`src/rtl/lsu_pkg.sv`:
```
// lsu_pkg: funct3 codes, FSM state encoding and request legality check shared by the LSU bridge
package lsu_pkg;
  localparam logic [2:0] F3_B  = 3'b000;
  localparam logic [2:0] F3_H  = 3'b001;
  localparam logic [2:0] F3_W  = 3'b010;
  localparam logic [2:0] F3_BU = 3'b100;
  localparam logic [2:0] F3_HU = 3'b101;
  typedef enum logic [1:0] {IDLE, ACCESS, CAPTURE, RESP} state_t;
  function automatic logic f3_bad(input logic [2:0] f3, input logic we);
    return !(f3 inside {F3_B, F3_H, F3_W, F3_BU, F3_HU}) || (f3[2] && we);
  endfunction
endpackage

```
`src/rtl/lsu_data_align.sv`:
```
// lsu_data_align: store byte-mask/lane replication and load extract/extend
//   i_funct3/i_off: access size and byte offset; i_wdata/o_wmask/o_wdata: store path;
//   i_rdata/o_rdata: load path (memory word in, extended value out)
module lsu_data_align
  import lsu_pkg::*;
(
  input  logic [2:0]  i_funct3,
  input  logic [1:0]  i_off,
  input  logic [31:0] i_wdata,
  input  logic [31:0] i_rdata,
  output logic [3:0]  o_wmask,
  output logic [31:0] o_wdata,
  output logic [31:0] o_rdata
);
  logic [1:0]  w_off;
  logic [31:0] w_sh;
  // halfwords and words are aligned down; only matters when misaligned accesses are not trapped
  assign w_off   = i_funct3[1] ? 2'b00 : i_funct3[0] ? {i_off[1], 1'b0} : i_off;
  assign o_wmask = i_funct3[1] ? 4'b1111 : i_funct3[0] ? 4'b0011 << w_off : 4'b0001 << w_off;
  assign o_wdata = i_funct3[1] ? i_wdata : i_funct3[0] ? {2{i_wdata[15:0]}} : {4{i_wdata[7:0]}};
  assign w_sh    = i_rdata >> {w_off, 3'b000};
  assign o_rdata = i_funct3[1] ? w_sh :
                   i_funct3[0] ? {{16{~i_funct3[2] & w_sh[15]}}, w_sh[15:0]} :
                                 {{24{~i_funct3[2] & w_sh[7]}}, w_sh[7:0]};
endmodule

```
`src/rtl/lsu_mem_bridge.sv`:
```
// lsu_mem_bridge: byte-addressed core load/store to word-addressed Memory bridge
//   req_*: core request (ready only in IDLE); rsp_*: held response; en_mem/mem_*: Memory port.
//   LSU_MISALIGN_TRAP_EN: misaligned H/W become errors instead of being aligned down.
module lsu_mem_bridge
  import lsu_pkg::*;
#(
  parameter int unsigned SIZE = 4096
) (
  input  logic        clk,
  input  logic        rst,
  input  logic        req_valid,
  output logic        req_ready,
  input  logic        req_we,
  input  logic [2:0]  req_funct3,
  input  logic [31:0] req_addr,
  input  logic [31:0] req_wdata,
  output logic        rsp_valid,
  input  logic        rsp_ready,
  output logic [31:0] rsp_rdata,
  output logic        rsp_err,
  output logic        en_mem,
  output logic [31:0] mem_addr,
  output logic        mem_rstrb,
  output logic [31:0] mem_wdata,
  output logic [3:0]  mem_wmask,
  input  logic [31:0] mem_rdata
);
  state_t      r_state;
  logic [2:0]  r_f3;
  logic [1:0]  r_off;
  logic        r_we;
  logic        w_idle;
  logic        w_err;
  logic        w_mis;
  logic [2:0]  w_f3;
  logic [1:0]  w_off;
  logic [3:0]  w_wmask;
  logic [31:0] w_wdata;
  logic [31:0] w_rdata;
  assign w_idle    = r_state == IDLE;
  assign req_ready = w_idle;
`ifdef LSU_MISALIGN_TRAP_EN
  assign w_mis = (req_funct3[1:0] == 2'b01 && req_addr[0]) || (req_funct3[1:0] == 2'b10 && req_addr[1:0] != 2'b00);
`else
  assign w_mis = 1'b0;
`endif
  assign w_err = f3_bad(req_funct3, req_we) || {2'b00, req_addr[31:2]} >= SIZE || w_mis;
  // one aligner: fed by the live request in IDLE (store lanes), by the held request afterwards (load extract)
  assign w_f3  = w_idle ? req_funct3 : r_f3;
  assign w_off = w_idle ? req_addr[1:0] : r_off;
  lsu_data_align u_align (
    .i_funct3 (w_f3),
    .i_off    (w_off),
    .i_wdata  (req_wdata),
    .i_rdata  (mem_rdata),
    .o_wmask  (w_wmask),
    .o_wdata  (w_wdata),
    .o_rdata  (w_rdata)
  );
  always_ff @(posedge clk or posedge rst) begin
    if (rst) begin
      r_state   <= IDLE;
      r_f3      <= 3'b000;
      r_off     <= 2'b00;
      r_we      <= 1'b0;
      rsp_valid <= 1'b0;
      rsp_rdata <= '0;
      rsp_err   <= 1'b0;
      en_mem    <= 1'b0;
      mem_addr  <= '0;
      mem_rstrb <= 1'b0;
      mem_wdata <= '0;
      mem_wmask <= '0;
    end else begin
      case (r_state)
        IDLE: if (req_valid) begin
          r_f3      <= req_funct3;
          r_off     <= req_addr[1:0];
          r_we      <= req_we;
          rsp_rdata <= '0;
          rsp_err   <= w_err;
          rsp_valid <= w_err;
          en_mem    <= !w_err;
          mem_rstrb <= !w_err && !req_we;
          mem_wmask <= (!w_err && req_we) ? w_wmask : 4'b0000;
          mem_addr  <= {2'b00, req_addr[31:2]};
          mem_wdata <= w_wdata;
          r_state   <= w_err ? RESP : ACCESS;
        end
        ACCESS: begin
          en_mem    <= 1'b0;
          mem_rstrb <= 1'b0;
          mem_wmask <= 4'b0000;
          rsp_valid <= r_we;
          r_state   <= r_we ? RESP : CAPTURE;
        end
        CAPTURE: begin
          rsp_rdata <= w_rdata;
          rsp_valid <= 1'b1;
          r_state   <= RESP;
        end
        RESP: if (rsp_ready) begin
          rsp_valid <= 1'b0;
          rsp_err   <= 1'b0;
          r_state   <= IDLE;
        end
      endcase
    end
  end
endmodule

```
`config.mk`:
```
export PLATFORM = sky130hd
export DESIGN_NAME = lsu_mem_bridge
export DESIGN_NICKNAME = d
export VERILOG_FILES = /design/src/rtl/lsu_pkg.sv /design/src/rtl/lsu_data_align.sv /design/src/rtl/lsu_mem_bridge.sv
export SDC_FILE = /design/constraint.sdc
export NUM_CORES = 1
export LEC_CHECK = 0
export ABC_CLOCK_PERIOD_IN_PS = 6100
export BUFFER_PORTS_ARGS = -buffer_cell sky130_fd_sc_hd__buf_2
export CORE_AREA = 2 2 131 108
export CTS_BUF_LIST = sky130_fd_sc_hd__clkbuf_16
export CTS_CLUSTER_DIAMETER = 150
export DETAILED_ROUTE_END_ITERATION = 8
export DIE_AREA = 0 0 133 110
export PLACE_DENSITY = 0.68
export SYNTH_ARGS = -nofsm -noshare
export SYNTH_HDL_FRONTEND = slang
export SYNTH_SLANG_ARGS = --single-unit
```
`constraint.sdc`:
```
create_clock -name clk -period 6.1 [get_ports clk]
set_clock_uncertainty 0.2 [all_clocks]
set_input_delay 1.22 -clock clk [delete_from_list [all_inputs] [get_ports clk]]
set_output_delay 1.22 -clock clk [all_outputs]
set_load 0.05 [all_outputs]
```
==> results.md, run 1 <==
* Placed cell area at roughly 6400 um2
* Hold Fails Final Rpt at 0
* Clock Sinks at 110
* TNS Setup at 0 ns
* VDD IR max at about 0.00037 V
* DR vias at ~4300
* DP Worst Slack at between 2 and 2.5 ns
* Syn Area/Cell at approximately 12 um2
* Metal-1 WL at 6.15 mm
* 1st-iter DRT viols at about 190
* Routed Antenna Nets at 0
* Die area at 14600 um2
* Period Utilization, post-route at roughly 56%
* Number of global-route vias before repair at between 4000 and 5000
* Leakage at approximately 3.5 nW
* Routed WL per cell at ~17 um
* Cts repair resizes at 0
* FF+latch count, synth at 110
* Die width at 133 um
* Final wirelength at between 10 and 15 mm
* Warnings, synthesis at 0
* Dpl hpwl at 10.5 mm
* Final WS setup at about 2.7 ns
* Vias per cell at around 5.2
* Outcome: finished clean
* Pre-antenna DRT Iters at 7
* Hold crit path type: reg -> reg
* Largest net degree at the start of global routing at a little under 90
* Met2 wire len at about 6.7 mm
* CP required at around 6.1 ns
* H-tree Lvls at 3
* Highest routed layer: met4
* Initial antenna violation count at 0
* Buffers on Ports at around 210
* Share of cells above drive strength 1 at approximately 44%
* Setup violators final at 0
* Post-route DRC at 0
* Met3 Wirelength at about 1.1 mm
* Ys flop type: dfrtp_1
* Die height at around 110 um
* FMAX at slightly below 300 MHz
* Setup Fix Bufs, Post-CTS at 0
* Root Driver: clkbuf_16
* CP Class: in -> reg
* Final hold slack at ~0.28 ns
* GRT Total Usage at slightly below 20%
* Post-synth EDFFs at 0
* CTS buffer count at 9
* Core Footprint at 13300 um2
* Fillers at around 1200
* Num rows at 38
* Mapped Cells at about 450
* CTS tree: yes
* Worst setup EP type: flip-flop
* Measured slew at the worst slew-check pin at around 1.2 ns
* PwrDens at between 600 and 700 nW/um2
* CP arrival at about 3.5 ns
* Register area share after synthesis at between 50% and 60%
* Post-CTS Hold Buffers at 0
* Worst skew pair latency at between 0.3 and 0.4 ns
* Setup crit start kind: input port
* Slew HR at between 20% and 30%
* Clock transition at path regs at around 0.070 ns
* GPL Wtd Cong at approximately 0.86
* I/O pins at ~210
* Layout overhead on the synthesized area at 27.9%
* Commonest non-fill, non-tap cell in the layout: buf_2
* Nets at ~750
* Max Buffers Root-to-Sink at 2
* # diodes at 0
* Min Tclk post-route at roughly 3.4 ns
* Total gr overflow at 0
* Starting Density at about 39%
* Mapped Area at roughly 5200 um2
* Final Cell Area at between 6000 and 7000 um2
* RSZ-0062 raised after global routing: no
* Max_cap viols at 0
* Commonest cells after routing, fill and taps aside: 206 x buf_2, 110 x dfrtp_1, 60 x nand2_1, 49 x mux2i_1
* Worst Path Max Fanout at 17
* Global-route wire length before repair at 22.2 mm
* Synth unique cells at between 40 and 50
* Max Slew Vio Count at 0
* Async set-or-reset flop fraction in the synthesized netlist at 100%
==> cell usage after synthesis (2+ instances only) <==
master / number / area [um2]
dfrtp_1: 110 / 2750
nor4_1: 4 / 25.0
mux2i_1: 49 / 490
buf_6: 3 / 33.8
a21oi_1: 2 / 10.0
inv_1: 7 / 26.3
a211oi_1: 6 / 45.0
nand3_1: 5 / 25.0
a21o_1: 3 / 22.5
o211ai_1: 2 / 15.0
ha_1: 4 / 50.1
nand2_1: 61 / 229
a22o_1: 18 / 158
a32o_1: 9 / 90.1
buf_2: 6 / 30.0
o21ai_0: 44 / 220
and3b_1: 3 / 26.3
and2_1: 2 / 12.5
mux2_2: 44 / 495
nand2b_1: 6 / 37.5
buf_1: 4 / 15.0
buf_4: 2 / 15.0
nor2_1: 13 / 48.8
a222oi_1: 8 / 80.1
clkbuf_1: 15 / 56.3
==> state kept, by name (all words and copies together) (netlist names) <==
signal	flops
rsp_rdata	32
r_state	2
rsp_err	1
r_off	2
mem_addr	30
mem_wdata	32
r_we	1
r_f3	3
rsp_valid	1
en_mem	1
mem_rstrb	1
mem_wmask	4
==> cells by family (layout without fill, tap and decap cells) <==
| kind of cell | Yosys count | in the layout | synth area share, % |
|---|---|---|---|
| other cells | 1 | 2 | 0.0720 |
| compound gates | 101 | 101 | 14.1 |
| buf+inv | 37 | 233 | 3.39 |
| simple gates | 105 | 105 | 9.75 |
| fa+ha+maj | 4 | 4 | 0.961 |
| flops | 110 | 110 | 52.8 |
| mux | 93 | 93 | 18.9 |
==> per-layer routing <==
| layer | up-vias | GRT usage, % |
|---|---|---|
| li1 | 2022 | - |
| met1 | 2119 | 25.0 |
| met2 | 171 | 31.2 |
| met3 | 19 | 7.00 |
| met4 | 0 | 6.30 |
| met5 | - | 0 |
==> per-stage QoR <==
step / util [%] / power (W) / cells
2_1_floorplan: - / 0.00342 / 452
3_3_place_gp: 48.0 / 0.00398 / 812
3_5_place_dp: 48.0 / 0.00404 / 812
4_1_cts: 50.2 / 0.00463 / 828
5_1_grt: 50.2 / 0.00486 / 828
6_report: 50.2 / 0.00460 / 828
==> worst paths after layout <==
kind / start / end / slack, ns / cells past startpoint
worst min-delay path: en_mem$_DFFE_PP0P_ / en_mem$_DFFE_PP0P_ / 0.28 / 2
max in group asynchronous: rst / mem_addr[6]$_DFFE_PP0P_ / 3.81 / 3
worst max register to register: r_state[1]$_DFFE_PP0P_ / rsp_rdata[19]$_DFFE_PP0P_ / 2.92 / 8
worst max-delay path: req_funct3[1] / rsp_rdata[19]$_DFFE_PP0P_ / 2.70 / 6
min in group asynchronous: rst / mem_wdata[6]$_DFFE_PP0P_ / 0.85 / 2
worst min register to register: en_mem$_DFFE_PP0P_ / en_mem$_DFFE_PP0P_ / 0.28 / 2
==> final cells by class <==
type                            count  area, um2  area share [%]
Clock buffer                        9        225            3.38
Clock inverter                      7       66.3           0.995
Inverter                            7       28.8           0.432
Multi-Input combinational cell    305       2300            34.6
Sequential cell                   110       2750            41.3
Tap cell                          180        225            3.38
Timing Repair Buffer              210       1060            15.9
==> worst max-delay path, stage by stage <==
cell and delay (ns):
buf_2 0.20, nand3b_1 0.15, o21a_1 0.75, a211oi_2 0.11, or3_1 0.67, a32o_1 0.34
==> power by group <==
group,switching [W],internal [W]
clock network,0.000294,0.000288
registers,0.000199,0.00108
logic,0.00193,0.000807
No activity file was read; power rests on OpenSTA's default activity.
==> inputs of run 2 (changes only) <==
--- a/config.mk
+++ b/config.mk
@@ -5,14 +5,14 @@
 export SDC_FILE = /design/constraint.sdc
 export NUM_CORES = 1
 export LEC_CHECK = 0
-export ABC_CLOCK_PERIOD_IN_PS = 6100
+export ABC_CLOCK_PERIOD_IN_PS = 2800
 export BUFFER_PORTS_ARGS = -buffer_cell sky130_fd_sc_hd__buf_2
 export CORE_AREA = 2 2 131 108
 export CTS_BUF_LIST = sky130_fd_sc_hd__clkbuf_16
 export CTS_CLUSTER_DIAMETER = 150
 export DETAILED_ROUTE_END_ITERATION = 8
 export DIE_AREA = 0 0 133 110
-export PLACE_DENSITY = 0.68
+export PLACE_DENSITY = 0.71
 export SYNTH_ARGS = -nofsm -noshare
 export SYNTH_HDL_FRONTEND = slang
 export SYNTH_SLANG_ARGS = --single-unit
==> constraint.sdc (replaced) <==
create_clock -name clk -period 2.8 [get_ports clk]
set_clock_uncertainty 0.2 [all_clocks]
set_input_delay 0.56 -clock clk [delete_from_list [all_inputs] [get_ports clk]]
set_output_delay 0.56 -clock clk [all_outputs]
set_load 0.05 [all_outputs]
==> run 2 against run 1 <==
  * Largest cell class unchanged
  * Flip-flop and latch count did not move
  * Highest routed layer unchanged
  * Critical path depth rose by 2
  * Final area is 1.8% higher
  * Register-to-register slack got worse by 2.8 ns
  * Largest power group unchanged
  * Critical endpoint unchanged
  * Routed wire length grew 1.0%
  * Sequential power is 120% higher
==> results.md, run 2 (synthesis results as in run 1) <==
* Outcome: finished clean
* Max Slew Vio Count at 0 (unchanged)
* Leakage at 3.56 nW (+1.6%)
* Crit Reg-Reg Endpoint: rsp_rdata[19]$_DFFE_PP0P_
* Period Utilization, post-route at a little over nine tenths
* Final wirelength at 14.3 mm (+1.0%)
* Final cell count without fillers at 837 (+1.1%)
* Hold crit path type: in -> async
* Setup slack, reg-to-reg at 0.16 ns (-2.76 ns)
* Multi-input gate area at 2310 um2 (+0.22%)
* Dpl hpwl at 10.8 mm (+2.4%)
* CP max stage delay at 0.50 ns (-0.25 ns)
* Root Driver: clkbuf_16
* Pre-antenna DRT Iters at 6 (-1)
* Starting Density at 39.3% (unchanged)
* Routed Antenna Nets at 0 (unchanged)
* CP required at 2.84 ns (-3.30 ns)
* Buf+Inv Stages, Crit Path at 2 (+1)
* Setup violators final at 0 (unchanged)
* 1st-iter DRT viols at 266 (+44%)
* I/O pins at 209 (unchanged)
* VDD IR max at 0.00108 V (+190%)
* Max Buffers Root-to-Sink at 2 (unchanged)
* Max_cap viols at 0 (unchanged)
* Worst setup EP type: flip-flop
* Number of global-route vias before repair at 4312 (+1.1%)
* Core Util, Final at 51.2% (+0.92 points)
* GRT Total Usage at 19.4% (-0.11 points)
* Layout overhead on the synthesized area at 30.2%
* Largest registers: mem_wdata: 32 flops, rsp_rdata: 32 flops, mem_addr: 30 flops
* Global-route wire length before repair at 22.3 mm (+0.56%)
* Nets at 763 (+1.6%)
* Met3 Wirelength at 1.10 mm (-0.90%)
* Commonest non-fill, non-tap cell in the layout: buf_2
* Worst path depth at 8 (+2)
* Final hold slack at 0.0633 ns (-0.218 ns)
* CP Class: reg -> reg
* Fillers at 1187 (-3.9%)
* Commonest cells after routing, fill and taps aside: 206 x buf_2, 110 x dfrtp_1, 60 x nand2_1, 49 x mux2i_1
* Buffers on Ports at 206 (unchanged)
* Routed WL per cell at 17.1 um (about the same)
* Clock transition at path regs at 0.07 ns (about the same)
* End of the critical path: rsp_rdata[19]$_DFFE_PP0P_
* FMAX at about 380 MHz
* Setup Fix Bufs, Post-CTS at 0 (unchanged)
* R2r worst-path depth at 8 (unchanged)
* # diodes at 0 (unchanged)
* Measured slew at the worst slew-check pin at 0.605 ns (-0.546 ns)
* H-tree Lvls at 3 (unchanged)
* Slew HR at 59.7% (+36 points)
* Die width at 133 um (unchanged)
* Met2 wire len at 6.99 mm (+4.4%)
* CTS buffer count at 9 (unchanged)
* RSZ-0062 raised after global routing: no
* Register area at 2750 um2 (unchanged)
* Die area at 14600 um2 (unchanged)
* Die height at 110 um (unchanged)
* Largest net degree at the start of global routing at 95 (+9.2%)
* DR vias at 4377 (+1.1%)
* Clock Sinks at 110 (unchanged)
* Post-route DRC at 0 (unchanged)
* Crit-path slowest cell: or3_4
* Reg-to-Reg Start: r_state[0]$_DFFE_PP0P_
* Min Tclk post-route at roughly 2.6 ns
* Worst Path Max Fanout at 17 (unchanged)
* Total gr overflow at 0 (unchanged)
* CP top delay family: compound AO/OA/AOI/OAI gates
* Highest routed layer: met4
* Setup crit start kind: flip-flop
* Vias per cell at 5.23 (about the same)
* GPL Wtd Cong at 0.909 (+5.4%)
* CTS tree: yes
* Placed Cells at 824 (+1.5%)
* PwrDens at 1500 nW/um2 (+120%)
* Initial antenna violation count at 0 (unchanged)
* Share of cells above drive strength 1 at 44.6% (+1.1 points)
* CP arrival at 2.68 ns (-0.77 ns)
* Crit path from: r_state[0]$_DFFE_PP0P_
* CP Cell Sequence: inv_1 > ha_2 > buf_4 > and3b_1 > o21ai_0 > a211oi_2 > or3_4 > a32o_1
* Core Footprint at 13300 um2 (unchanged)
* Worst skew pair latency at 0.35 ns (about the same)
* Metal-1 WL at 6.03 mm (-2.0%)
* Num rows at 38 (unchanged)
* Hold Fails Final Rpt at 0 (unchanged)
## run 2: how the worst min path moves through the flow
stage / slack [ns] / depth (start not counted) / start / end
after global routing: 0.10 / 2 / rst / mem_addr[17]$_DFFE_PP0P_
after detailed placement: 0.26 / 2 / en_mem$_DFFE_PP0P_ / en_mem$_DFFE_PP0P_
after global placement: 0.25 / 2 / en_mem$_DFFE_PP0P_ / en_mem$_DFFE_PP0P_
after floorplan: 0.25 / 2 / r_f3[2]$_DFFE_PP0P_ / r_f3[2]$_DFFE_PP0P_
after CTS: 0.06 / 2 / rst / mem_addr[20]$_DFFE_PP0P_
final: 0.06 / 2 / rst / mem_addr[17]$_DFFE_PP0P_
## run 2: per-stage QoR
step | power [W] | worst slack [ns] | TNS, ns | instance area, um2
3_3_place_gp | 0.00884 | 0.103 | 0 | 6510
5_1_grt | 0.0107 | 0.0122 | 0 | 6790
4_1_cts | 0.0103 | 0.157 | 0 | 6790
6_report | 0.0102 | 0.158 | 0 | 6790
2_1_floorplan | 0.00745 | 0.00786 | 0 | 5220
3_5_place_dp | 0.00897 | -0.0163 | -0.0827 | 6510
## run 2: final cells by class
cell class / instances / area share, %
Sequential cell: 110 / 40.6
Clock inverter: 4 / 0.627
Multi-Input combinational cell: 305 / 34.0
Clock buffer: 9 / 3.32
Tap cell: 180 / 3.32
Timing Repair Buffer: 222 / 17.7
Inverter: 7 / 0.443
## run 2: per-layer routing
layer	GRT usage, %	vias up
met5	0	-
met4	6.14	0
met3	6.22	21
met2	32.2	188
met1	24.4	2113
li1	-	2055
## run 2: timing repair
item / CTS / global route
resized for setup: 2 / 0
setup endpoints to repair: 10 / 0
hold buffers: 0 / 0
## run 2: worst reg2reg max path, stage by stage, from the launching register on
cell and delay [ns]:
dfrtp_1 0.41, inv_1 0.09, ha_2 0.27, buf_4 0.20, and3b_1 0.18, o21ai_0 0.34, a211oi_2 0.09, or3_4 0.50
a32o_1 0.26
## run 2: where the power goes
part | internal [W] | leakage, nW | switching (W)
Sequential | 0.00235 | 1.35 | 0.000436
Combinational | 0.00190 | 2.07 | 0.00428
Clock | 0.000671 | 0.136 | 0.000546
Total | 0.00492 | 3.56 | 0.00526
